### config.mk
export PLATFORM = sky130hd
export DESIGN_NAME = pc_control
export DESIGN_NICKNAME = d
export VERILOG_FILES = /design/src/rtl/pc_control_pkg.sv /design/src/rtl/add_16bit.sv /design/src/rtl/branch_cond.sv /design/src/rtl/pc_control.sv
export SDC_FILE = /design/constraint.sdc
export NUM_CORES = 1
export LEC_CHECK = 0
export ABC_AREA = 1
export CORE_ASPECT_RATIO = 1.2
export CORE_MARGIN = 2
export CORE_UTILIZATION = 35
export DETAILED_ROUTE_END_ITERATION = 6
export PLACE_DENSITY_LB_ADDON = 0.15
export SYNTH_ARGS = -nofsm -noshare
export SYNTH_HDL_FRONTEND = slang
export SYNTH_SLANG_ARGS = --single-unit
export TNS_END_PERCENT = 1
### constraint.sdc
create_clock -name clk -period 3.7 [get_ports clk]
set_clock_uncertainty 0.2 [all_clocks]
set_input_delay 0.925 -clock clk [delete_from_list [all_inputs] [get_ports clk]]
set_output_delay 0.925 -clock clk [all_outputs]
set_load 0.01 [all_outputs]
### src/rtl/pc_control_pkg.sv
// Shared ISA definitions for the fetch/PC control path: condition codes,
// flag bit positions, PC control states and the reset fetch address.
package pc_control_pkg;

  localparam int          PC_W     = 16;
  localparam logic [15:0] RESET_PC = 16'h0000;

  localparam int FLAG_Z = 2;
  localparam int FLAG_V = 1;
  localparam int FLAG_N = 0;

  typedef enum logic [2:0] {
    COND_NE = 3'b000,
    COND_EQ = 3'b001,
    COND_GT = 3'b010,
    COND_LT = 3'b011,
    COND_GE = 3'b100,
    COND_LE = 3'b101,
    COND_OV = 3'b110,
    COND_UN = 3'b111
  } cond_e;

  typedef enum logic {
    ST_RUN  = 1'b0,
    ST_HALT = 1'b1
  } state_e;

endpackage

### src/rtl/add_16bit.sv
// Plain 16-bit modulo adder shared by every PC and counter increment.
module add_16bit (
  input  logic [15:0] a,
  input  logic [15:0] b,
  output logic [15:0] sum
);

  assign sum = a + b;

endmodule

### src/rtl/branch_cond.sv
// Evaluates a 3-bit branch condition code against the Z/V/N flag register.
module branch_cond
  import pc_control_pkg::*;
(
  input  logic [2:0] condition,
  input  logic [2:0] flags,
  output logic       cond_true
);

  logic flagZ, flagV, flagN;

  assign flagZ = flags[FLAG_Z];
  assign flagV = flags[FLAG_V];
  assign flagN = flags[FLAG_N];

  always_comb begin
    cond_true = 1'b0;
    case (cond_e'(condition))
      COND_NE: cond_true = ~flagZ;
      COND_EQ: cond_true = flagZ;
      COND_GT: cond_true = ~flagZ & ~flagN;
      COND_LT: cond_true = flagN;
      COND_GE: cond_true = flagZ | (~flagZ & ~flagN);
      COND_LE: cond_true = flagN | flagZ;
      COND_OV: cond_true = flagV;
      COND_UN: cond_true = 1'b1;
      default: cond_true = 1'b0;
    endcase
  end

endmodule

### src/rtl/pc_control.sv
// PC register, branch resolution in ID (one-bubble flush), HLT handling and a
// saturating taken-branch counter.
module pc_control
  import pc_control_pkg::*;
(
  input  logic        clk,
  input  logic        rst_n,
  input  logic        stall,
  input  logic        branch,
  input  logic        branch_reg,
  input  logic        hlt,
  input  logic [2:0]  condition,
  input  logic [2:0]  flags,
  input  logic [8:0]  imm,
  input  logic [15:0] id_pc,
  input  logic [15:0] reg_target,
  output logic [15:0] pc,
  output logic [15:0] pc_plus2,
  output logic        flush,
  output logic        halted,
  output logic [15:0] taken_cnt
);

  state_e      state, stateNext;
  logic [15:0] pcReg, pcNext;
  logic [15:0] takenCnt, cntNext;
  logic [15:0] pcInc, idPcPlus2, immOff, branchTarget, target, cntInc;
  logic        condTrue, running, taken, goHalt;

  branch_cond uCond (
    .condition (condition),
    .flags     (flags),
    .cond_true (condTrue)
  );

  // Word offset: sign-extend the 9-bit immediate and scale by two.
  assign immOff = {{6{imm[8]}}, imm, 1'b0};

  add_16bit uPcInc  (.a(pcReg),     .b(16'h0002), .sum(pcInc));
  add_16bit uIdInc  (.a(id_pc),     .b(16'h0002), .sum(idPcPlus2));
  add_16bit uTarget (.a(idPcPlus2), .b(immOff),   .sum(branchTarget));
  add_16bit uCntInc (.a(takenCnt),  .b(16'h0001), .sum(cntInc));

  assign target  = branch_reg ? reg_target : branchTarget;
  assign running = (state == ST_RUN);
  assign taken   = (branch | branch_reg) & condTrue & ~stall & running;
  assign goHalt  = hlt & ~stall & ~taken & running;

  always_ff @(posedge clk or negedge rst_n) begin
    if (!rst_n) state <= ST_RUN;
    else        state <= stateNext;
  end

  always_comb begin
    stateNext = state;
    case (state)
      ST_RUN:  if (goHalt) stateNext = ST_HALT;
      ST_HALT: stateNext = ST_HALT;
      default: stateNext = ST_RUN;
    endcase
  end

  // Reset is folded in so no flush escapes while rst_n is held low.
  always_comb begin
    flush  = taken & rst_n;
    halted = (state == ST_HALT);
  end

  always_comb begin
    pcNext = pcReg;
    if (running) begin
      if (taken)               pcNext = target;
      else if (stall | goHalt) pcNext = pcReg;
      else                     pcNext = pcInc;
    end
  end

  always_comb begin
    cntNext = takenCnt;
    if (taken && (takenCnt != 16'hFFFF)) cntNext = cntInc;
  end

  always_ff @(posedge clk or negedge rst_n) begin
    if (!rst_n) begin
      pcReg    <= RESET_PC;
      takenCnt <= 16'h0000;
    end else begin
      pcReg    <= pcNext;
      takenCnt <= cntNext;
    end
  end

  assign pc        = pcReg;
  assign pc_plus2  = pcInc;
  assign taken_cnt = takenCnt;

endmodule

**After elaboration in Yosys (flattened, before gate mapping)**

Cells that the tools add are included.

- Bits in registers: 33
- Input port bits: 53
- Output and inout bits: 50

- Add/subtract/negate cells: 4
- Eq/ne operators: 9
- Multiplexer cells: 6
- Bitwise logic cells: 17
- Reduce and logical (&&, ||, !) cells: 3

Operators with widths:

| cell | number |
|---|---|
| $mux 16 | 3 |
| $add 16x2->16 const B | 2 |
| $add 16x1->16 const B | 1 |
| $add 16x16->16 | 1 |
| $ne 16x16->1 const B | 1 |
| $eq 3x3->1 const B | 4 |
| $and 1x1->1 | 8 |
| $pmux 1 s8 | 1 |
| $eq 3x2->1 const B | 2 |
| $not 1->1 | 5 |
| $or 1x1->1 | 4 |
| $eq 3x1->1 const B | 1 |
| $logic_not 3->1 | 1 |
| $ne 2x2->1 const B | 1 |
| $pmux 1 s2 | 1 |
| $reduce_and 2->1 | 1 |
| $logic_and 1x1->1 | 1 |
| $mux 1 | 1 |

**Depth between registers and ports, before layout**

Gate-level depths: netlist (run 1).

- Depth after elaboration: 13
- Mapped depth: 15

**Cells and area by module**

A second synthesis (run 1) with hierarchy kept.

- Cell total of the unflattened synthesis: 981
- Area, all modules: 5666.7 sq um

By module, submodules not included:

| module | times used | cells each | area an instance (sq um) |
|---|---|---|---|
| add_16bit at uCntInc ... | 3 | 176 | 930.9 |
| pc_control | 1 | 259 | 1883.1 |
| add_16bit at uTarget | 1 | 175 | 914.6 |
| branch_cond | 1 | 19 | 76.3 |

**Worst setup path after synthesis (run 1)**

Ideal clock, no wire load.

- Path kind: in2out
- Start point: input branch_reg
- End point: output flush
- Data arrival time: 1.836 ns
- Required time: 2.575 ns
- Setup slack: 0.739 ns
- Stages: 6
- Path through: buf_2 > nor2_1 > nor2_2 > nand4_4 > buf_2 > nor2_1

- Word-level cells in the longest chain between the ends: 5

Ends and longest elaborated chain:

| item | RTL line | source |
|---|---|---|
| start, declared | pc_control.sv:10 | `input logic branch_reg,` |
| $or 1x1->1 | pc_control.sv:46 | `assign taken = (branch \| branch_reg) & condTrue & ~stall & running;` |
| $and 1x1->1 (3 in series) | pc_control.sv:46 |  |
| $and 1x1->1 | pc_control.sv:65 | `flush = taken & rst_n;` |
| end, declared | pc_control.sv:19 | `output logic flush,` |

No other way between the ends.

**Worst setup path in the final report (run 1)**

- Start point: input condition[2]
- End point: output flush

- Word-level cells in the longest chain between the ends: 6
- Elaborated cells on any way between the ends: 13
- Those cells by class: eq/ne: 7; mux: 1; bitwise: 4; reduce/logical: 1

Ends and longest elaborated chain:

| item | RTL line | source |
|---|---|---|
| start, declared | pc_control.sv:12 | `input logic [2:0] condition,` |
| $eq 3x3->1 (tied with other cells) | branch_cond.sv:18 | `case (cond_e'(condition))` |
| $pmux 1 s8 * | branch_cond.sv:18 |  |
| $and 1x1->1 * (3 in series) | pc_control.sv:46 |  |
| $and 1x1->1 * | pc_control.sv:65 |  |

Mark *: on every way between the ends. The rest lies on a longest branch, timed or not.

==> impl_metrics.toml, run 1 <==
[outcome]
status = "completed"

[critical_path]
cpMostUsedCell = "nand2_1"
critPathRequiredTime_ns = 2.57
start_kind = "input port"
cp-end-kind = "output port"
path_cells = "clkdlybuf4s50_1 > nand2_1 > nand3b_1 > nand2_1 > nand2_2 > nand4_4 > nor2_2 > dlygate4sd2_1"
slowest_delay_ns = 0.53
crit_start = "condition[2]"
cp_max_fo = 4
crit_type = "in -> out"
rr_endpoint = "pc[9]$_DFFE_PN0P_"
cp_slowest_cell = "clkdlybuf4s50_1"
rrSetupSlack_ns = 1.67
ff2ff_path_depth = 8
arrival_ns = 2.39
r2r-start = "pc[1]$_DFFE_PN0P_"

[clock_network]
cts.clk_slew.worst_paths_ns = 0.05
h-tree-depth = 2
ctsLongestPathBuffers = 2
post_cts_buffers = 0
cts.sinks = 33
cts_tree = "built"
cts_buffers = 5
root_buffer = "clkbuf_16"
clock_latency_ns = 0.28

[synthesis]
synth-compound-area-share_pct = 6.08
ys_ff_latch = 33
ys_dominant_reg_cell = "dfrtp_1"
synth_commonest_cells = "nand2_1, inv_1, nand3_1"
async_flop_share_pct = 100
yosys.area.top_type = "dfrtp_1"
ys_types = 28
syn-num-nets = 631
synth_xor_area_share_pct = 5.64
synth_simple_gate_area_share_pct = 40.6
yosysSeqAreaShare_pct = 24.2
avgSynthCellArea_um2 = 6.23
synth_area_um2 = 3420
yosysTopAreaCellShare_pct = 24.2
synth_top_family_by_area = "simple AND/OR/NAND/NOR gates"
synthAdderAreaFrac_pct = 11.2
yosysWarningCount = 0
synth_edf_count = 0
synthCells = 548
synthMuxAreaShare_pct = 0
yosys-top-cells-area = "dfrtp_1, nand2_1, ha_1"
yosysMostFrequentCell = "nand2_1"

[routing]
wl_per_cell_um = 12.2
first_iter_violations = 174
drt_wl_total_um = 9430
antenna_left = 0
num_vias = 3690
route.detailed.drc = 0
vias_per_cell = 4.76
first_pass_iters = 4

[floorplanning]
rows = 39
dieArea_um2 = 10600
die_width_um = 94.2
start_util_pct = 35.9
die_h_um = 112
core_area_um2 = 9520
ios = 103

[sta]
layout_min_cycle_time_ns = 3.52
setup_viol = 0
rsz0062_at_grt = "no"
finalHoldViolations = 0
fmax_mhz = 284
maxSlewHeadroom_pct = 68.9
timing.final.crit_share_pct = 95.1
max_slew.worst_pin.slew_ns = 0.467
tns_ns = 0
setup_ws_ns = 0.181
holdWs_ns = 0.330
drv_slew = 0

[hold_path]
whs_endpoint = "pc[0]$_DFFE_PN0P_"
hp-class = "reg -> reg"
hp-start = "pc[0]$_DFFE_PN0P_"
holdPathStages = 2

[layout]
seq_area_um2 = 826
multi_input_area_um2 = 2170
nets = 735
drive_above_1_share_pct = 3.83
antenna_cells = 0
area_growth_pct = 37.8
fillers = 999

[run]
drv_cap = 0

[place]
dp_hpwl_um = 7770
place_congestion = 0.843
port_buffers = 102
pre_cts_ws_ns = -0.155

[power_and_ir_drop]
cell_internal_pwr_uw = 771
clkPwrFrac_pct = 36.3
power_frac_comb_pct = 29.9
ir_worst_vdd_mv = 0.137
cellPowerDensity_nw_per_um2 = 236
power_switching_uw = 340
leakage_nw = 2.43
p_seq_share_pct = 33.8
switching_share_pct = 30.6

[grt]
grt_max_degree = 34
grt_pass1_vias = 3504
grt_pass1_wl_um = 15600
antenna_found_initial = 0
gr-total-overflow = 0
grt.total_usage_pct = 18.1
[layer usage]
metal  wire [um]  GRT usage, %
met1        4260          23.3
met2        4620          32.0
met3         458          2.42
met4          82          3.96
met5           0             0
[layout make-up]
| cell class | count | share of cell area (%) |
|---|---|---|
| well taps | 123 | 3.27 |
| flip-flops and latches | 33 | 17.5 |
| clock buffers | 5 | 2.66 |
| repair buffers | 108 | 22.6 |
| clock inverters | 3 | 0.372 |
| inverters | 93 | 7.41 |
| multi-input cells | 411 | 46.1 |
[per-stage QoR]
stage | util (%) | instances | power [mW] | cell area (um2)
floorplan | - | 548 | 0.573 | 3420
global placement | 48.0 | 768 | 0.710 | 4560
detailed placement | 48.0 | 768 | 0.716 | 4560
CTS | 49.5 | 776 | 1.12 | 4710
global route | 49.5 | 776 | 1.19 | 4710
finish | 49.5 | 776 | 1.11 | 4710
[worst max-delay path by stage]
stage / to / cells after the start / slack (ns)
after global placement: flush / 8 / -0.09
after detailed placement: flush / 9 / -0.15
after floorplan: flush / 6 / 0.74
final: flush / 8 / 0.18
after CTS: flush / 9 / 0.11
after global routing: flush / 9 / 0.06
[registers in the layout, summed over array words and instances (netlist names)]
signal	count
halted	1
taken_cnt	16
pc	16
[kinds of logic (layout without fill, tap and decap cells)]
family	count (synthesis)	count (layout)
AOI/OAI and AO/OA	41	41
and+or+nand+nor	318	318
adders and majority gates	30	30
DFF	33	33
xor gates and xnor gates	22	22
buffers and inverters	104	209
[cell usage in the layout, fill, tap and decap left out, types with 10 or more instances in the layout]
cell             synthesis  routed
nand3_1                 49      49
ha_1                    29      29
inv_1                   93      93
nor3_1                  13      13
dfrtp_1                 33      33
nand4_1                 11      11
o21ai_0                 23      23
o21ai_1                 10      10
nor2_1                  36      35
clkdlybuf4s50_1          0     101
xor2_1                  19      19
nand2_1                194     194
[power by group through the flow]
stage / Sequential (mW) / Clock, mW / Combinational (mW)
2_1_floorplan: 0.383 / 0 / 0.190
6_report: 0.376 / 0.404 / 0.332
4_1_cts: 0.376 / 0.412 / 0.336
3_3_place_gp: 0.382 / 0 / 0.328
5_1_grt: 0.377 / 0.428 / 0.381
3_5_place_dp: 0.382 / 0 / 0.334
[timing repair]
| item | 4_1_cts | 5_1_grt |
|---|---|---|
| hold buffers | 0 | 0 |
| pin swaps | 0 | 0 |
| endpoints found under the hold margin | 0 | 0 |
| resized for setup | 1 | 1 |
| endpoints found under the setup margin | 1 | 1 |
[worst max-delay path, delay by kind of cell]
kind | cells | cell delay (ns)
buffers and inverters | 2 | 0.85
and+or+nand+nor | 6 | 0.62
Power figures use the tool's default switching activity.
==> run 2, diff against run 1 <==
--- a/config.mk
+++ b/config.mk
@@ -6,6 +6,7 @@
 export NUM_CORES = 1
 export LEC_CHECK = 0
 export ABC_AREA = 1
+export ABC_CLOCK_PERIOD_IN_PS = 3700
 export CORE_ASPECT_RATIO = 1.2
 export CORE_MARGIN = 2
 export CORE_UTILIZATION = 35
@@ -13,5 +14,6 @@
 export PLACE_DENSITY_LB_ADDON = 0.15
 export SYNTH_ARGS = -nofsm -noshare
 export SYNTH_HDL_FRONTEND = slang
+export SYNTH_HIERARCHICAL = 1
 export SYNTH_SLANG_ARGS = --single-unit
 export TNS_END_PERCENT = 1
==> impl_metrics.toml, run 2 <==
[layout]
drive_above_1_share_pct = 16.1
final_cell_count_no_fill = 1385
final_common_cell = "nand2_1"
antenna_cells = 0
nets = 1293
area_growth_pct = 40.0
final_cell_mix = "nand2_1, inv_1, clkdlybuf4s50_1"

[floorplanning]
ios = 103
die_width_um = 120
dieArea_um2 = 17200
rows = 50
core_area_um2 = 15700
start_util_pct = 36.1
die_h_um = 143

[grt]
grt.total_usage_pct = 18.7
grt_pass1_vias = 5663
grt_max_degree = 34
gr-total-overflow = 0
antenna_found_initial = 0
grt_pass1_wl_um = 26300

[routing]
first_iter_violations = 258
route.detailed.drc = 0
antenna_left = 0
drt_wl_total_um = 15500
first_pass_iters = 4
wl_per_cell_um = 11.2
vias_per_cell = 4.38
num_vias = 6062

[sta]
max_slew.worst_pin.slew_ns = 0.655
drv_slew = 0
layout_min_cycle_time_ns = 3.51
tns_ns = 0
holdWs_ns = 0.311
setup_ws_ns = 0.187
maxSlewHeadroom_pct = 56.3
finalHoldViolations = 0
fmax_mhz = 285
timing.final.crit_share_pct = 94.9
setup_viol = 0

[synthesis]
yosysWarningCount = 6
synth_area_um2 = 5670
ys_ff_latch = 33
async_flop_share_pct = 100
avgSynthCellArea_um2 = 5.78
yosys-top-cells-area = "nand2_1, dfrtp_1, ha_1"
yosys.area.top_type = "nand2_1"
yosysSeqAreaShare_pct = 14.6
yosysTopAreaCellShare_pct = 27.0
synth_commonest_cells = "nand2_1, inv_1, nand3_1"
synth_edf_count = 0
synthCells = 981
yosysMostFrequentCell = "nand2_1"
ys_dominant_reg_cell = "dfrtp_1"
ys_types = 34

[clock_network]
root_buffer = "clkbuf_16"
cts.clk_slew.worst_paths_ns = 0.06
cts_tree = "built"
ctsLongestPathBuffers = 2
clock_latency_ns = 0.28
cts_buffers = 5
cts.sinks = 33
h-tree-depth = 2

[power_and_ir_drop]
leakage_nw = 4.63
ir_worst_vdd_mv = 0.267
power_mw = 1.83
cellPowerDensity_nw_per_um2 = 230

[place]
dpl.cell_count = 1372
pre_cts_ws_ns = -0.516
place_congestion = 0.874
port_buffers = 102
dp_hpwl_um = 12600

[run]
drv_cap = 0

[critical_path]
start_kind = "register"
cp_max_fo = 4
arrival_ns = 2.39
critPathRequiredTime_ns = 2.57
path_cells = "fa_1 > nand2_1 > nand2_1 > and2_4 > nand2_1 > nand2_1 > xor2_1 > clkdlybuf4s50_1"
cp-end-kind = "output port"
crit_type = "reg -> out"
slowest_delay_ns = 0.58
cp_slowest_cell = "clkdlybuf4s50_1"
cpMostUsedCell = "nand2_1"

[hold_path]
hp-class = "reg -> reg"

[outcome]
status = "completed"
[run 2: changes by cell type after synthesis, sizes merged, moves of 5 or more]
cell | before | now
a21oi | 7 | 30
ha | 29 | 60
inv | 93 | 174
nand2 | 196 | 441
nand3 | 49 | 71
nand4 | 12 | 5
nor2 | 39 | 55
o21ai | 33 | 18
or2 | 1 | 22
xnor2 | 3 | 8
xor2 | 19 | 24
[run 2: layer usage]
metal	part of all wire (%)	up-vias	global-route usage (%)
li1	-	3333	-
met1	46	2623	23.9
met2	49	91	33.8
met3	2.9	15	1.79
met4	1.6	0	4.27
met5	0	-	0
[run 2: power by group]
group | total [mW] | internal (mW) | switching [mW]
Sequential | 0.361 | 0.361 | 0
Combinational | 0.961 | 0.459 | 0.502
Clock | 0.503 | 0.337 | 0.167
Total | 1.83 | 1.16 | 0.669
[run 2: kinds of logic after synthesis]
family                     count (synthesis)  synth area share [%]
DFF                                       33                  14.6
and+or+nand+nor                          618                  48.3
AOI/OAI and AO/OA                         48                  4.57
buffers and inverters                    184                  12.9
xor gates and xnor gates                  32                  4.95
other                                      2                 0.133
adders and majority gates                 64                  14.7
[run 2: through the flow]
| stage | cell area (um2) | util [%] |
|---|---|---|
| after detailed placement | 7370 | 46.9 |
| after global placement | 7370 | 46.9 |
| final | 7930 | 50.5 |
| after global routing | 7930 | 50.5 |
| after CTS | 7660 | 48.8 |
| after floorplan | 5850 | - |
[run 2: final timing paths]
path,cells past startpoint,slack (ns),end,start
worst min-delay path,2,0.31,pc[6]$_DFFE_PN0P_,pc[6]$_DFFE_PN0P_
max in group asynchronous,2,2.46,pc[13]$_DFFE_PN0P_,rst_n
worst max-delay path,8,0.19,pc_plus2[8],pc[1]$_DFFE_PN0P_
worst min register to register,2,0.31,pc[6]$_DFFE_PN0P_,pc[6]$_DFFE_PN0P_
worst max register to register,11,1.59,taken_cnt[12]$_DFFE_PN0P_,taken_cnt[0]$_DFFE_PN0P_
min in group asynchronous,2,0.50,pc[7]$_DFFE_PN0P_,rst_n
[run 2: what timing repair did]
item,4_1_cts,5_1_grt
hold buffers,0,0
gates resized for setup,18,58
pin swaps,8,35
endpoints found under the setup margin,12,12
buffers inserted,2,3
cloned,0,0
[run 2: area by class of cell]
class	instances	area, um2
Fill cell	1688	7770
Multi-Input combinational cell	814	4640
Timing Repair Buffer	148	1380
Sequential cell	33	826
Inverter	174	658
Tap cell	208	260
Clock buffer	7	143
Clock inverter	1	30.0
[run 2: critical path: cells and delay by family (launching register included)]
family	cells	cell delay (ns)
buffers and inverters	1	0.58
XOR/XNOR	1	0.22
flip-flops	1	0.42
adder cells (fa/ha/maj)	1	0.47
AND/OR/NAND/NOR	5	0.42
==> run 3, diff against run 2 <==
--- a/config.mk
+++ b/config.mk
@@ -7,9 +7,12 @@
 export LEC_CHECK = 0
 export ABC_AREA = 1
 export ABC_CLOCK_PERIOD_IN_PS = 3700
+export CELL_PAD_IN_SITES_DETAIL_PLACEMENT = 2
+export CELL_PAD_IN_SITES_GLOBAL_PLACEMENT = 2
 export CORE_ASPECT_RATIO = 1.2
 export CORE_MARGIN = 2
-export CORE_UTILIZATION = 35
+export CORE_UTILIZATION = 30
+export CTS_CLUSTER_SIZE = 25
 export DETAILED_ROUTE_END_ITERATION = 6
 export PLACE_DENSITY_LB_ADDON = 0.15
 export SYNTH_ARGS = -nofsm -noshare
==> impl_metrics.toml, run 3 (synthesized netlist as in run 2, its figures left out) <==
[sta]
layout_min_cycle_time_ns = 3.89
rsz0062_at_grt = "yes"
drv_slew = 0
fmax_mhz = 257
setup_ws_ns = -0.193
max_slew.worst_pin.slew_ns = 0.748
setup_viol = 6
timing.final.crit_share_pct = 105
maxSlewHeadroom_pct = 50.1
finalHoldViolations = 0
holdWs_ns = 0.329

[floorplanning]
ios = 103
die_h_um = 155
core_area_um2 = 18700
start_util_pct = 30.3
die_width_um = 129
rows = 55
dieArea_um2 = 20000

[grt]
gr-total-overflow = 0
antenna_found_initial = 1
grt_pass1_vias = 7667
grt_max_degree = 34
grt.total_usage_pct = 23.5
grt_pass1_wl_um = 38100

[clock_network]
ctsLongestPathBuffers = 2
cts_tree = "built"
cts.clk_slew.worst_paths_ns = 0.05
cts.sinks = 33
cts_hold_buf = 0
h-tree-depth = 2
clock_latency_ns = 0.29
root_buffer = "clkbuf_16"
cts_buffers = 5

[place]
pre_cts_ws_ns = -0.718
port_buffers = 102
place_congestion = 0.849
dp_hpwl_um = 17800
dpl_cell_area_um2 = 7490

[routing]
route.detailed.drc = 0
first_iter_violations = 214
first_pass_iters = 4
wl_per_cell_um = 19.8
vias_per_cell = 4.87
num_vias = 7052
antenna_left = 0
drt_wl_total_um = 28700

[critical_path]
slowest_delay_ns = 0.40
crit_type = "in -> reg"
cp_max_fo = 4
rrSetupSlack_ns = 1.49
critPathRequiredTime_ns = 3.65
ff2ff_path_depth = 11
cp_top_family = "simple AND/OR/NAND/NOR gates"
critPathBufInv = 4
arrival_ns = 3.84
cp_slowest_cell = "fa_2"
start_kind = "input port"
cp-end-kind = "register"
cpMostUsedCell = "nand2_2"
r2r-start = "taken_cnt[0]$_DFFE_PN0P_"
path_cells = "buf_2 > fa_2 > nand2_2 > nand2_2 > and2_4 > nand2_2 > nand2_2 > xor2_2 > ha_4 > nand2_2 > inv_2 > nand2_2 > nand2_2 > buf_4 > inv_2 > nand2_1 > nand2_1 > nand2_1 > or2_2 > o21ai_2 > nand2_1 > nand3_1 > nand2_1"
rr_endpoint = "taken_cnt[12]$_DFFE_PN0P_"

[hold_path]
hp-class = "reg -> reg"
hp-start = "pc[0]$_DFFE_PN0P_"
whs_endpoint = "pc[0]$_DFFE_PN0P_"
holdPathStages = 2

[power_and_ir_drop]
ir_worst_vdd_mv = 0.157
cellPowerDensity_nw_per_um2 = 264
leakage_nw = 4.74

[layout]
fin_area_um2 = 8360
drive_above_1_share_pct = 22.1
final_cell_mix = "nand2_1, inv_1, clkdlybuf4s50_1"
area_growth_pct = 47.6
final_common_cell = "nand2_1"
nets = 1308

[outcome]
violations = "negative setup slack"
status = "finished, violations left"

[run]
drv_cap = 0
==> run 3: timing repair <==
| action | CTS | global route |
|---|---|---|
| pin swaps | 29 | 49 |
| gates resized for setup | 50 | 112 |
| endpoints found under the setup margin | 12 | 13 |
| buffers inserted | 2 | 9 |
==> run 3: report_power, final <==
part	switching (mW)	internal, mW	total [mW]	leakage, nW
registers	0	0.361	0.361	0.456
logic	0.772	0.571	1.34	4.20
clock network	0.167	0.337	0.504	0.0841
==> run 3: cell type report <==
type                            count  area (um2)
Antenna cell                        1        2.50
Tap cell                          256         320
Fill cell                        2316       10400
Clock inverter                      1        30.0
Inverter                          174         656
Multi-Input combinational cell    814        4900
Timing Repair Buffer              163        1490
Sequential cell                    33         826
Clock buffer                        7         143
==> run 3: worst max path at each step <==
stage / start / endpoint / slack, ns / cells after the start
6_report: id_pc[1] / pc[9]$_DFFE_PN0P_ / -0.19 / 23
3_5_place_dp: id_pc[1] / pc[15]$_DFFE_PN0P_ / -0.72 / 24
2_1_floorplan: id_pc[1] / pc[14]$_DFFE_PN0P_ / 0.16 / 22
3_3_place_gp: id_pc[2] / pc[14]$_DFFE_PN0P_ / -0.55 / 21
4_1_cts: id_pc[10] / pc[15]$_DFFE_PN0P_ / -0.04 / 22
5_1_grt: id_pc[1] / pc[13]$_DFFE_PN0P_ / -0.29 / 22
==> run 3: stage by stage <==
step	power [mW]	TNS [ns]	util (%)	std cells
floorplan	0.916	0	-	1031
global placement	1.24	-5.37	40.0	1429
detailed placement	1.29	-6.63	40.0	1429
CTS	1.87	-0.0812	42.3	1439
global route	2.33	-1.68	44.7	1449
finish	2.21	-0.658	44.7	1449
==> run 3: routing by layer <==
layer / up-vias / GRT usage, % / part of all wire (%)
met1: 3503 / 26.9 / 39
met4: 0 / 5.02 / 3.2
met3: 56 / 1.59 / 1.7
li1: 3349 / - / -
met2: 144 / 46.8 / 57
met5: - / 0 / 0
==> run 3: tightest hold or removal path: cells and delay by family, from the launching register on <==
kind	cells	cell delay, ns
flip-flops	1	0.38
AND/OR/NAND/NOR	2	0.13
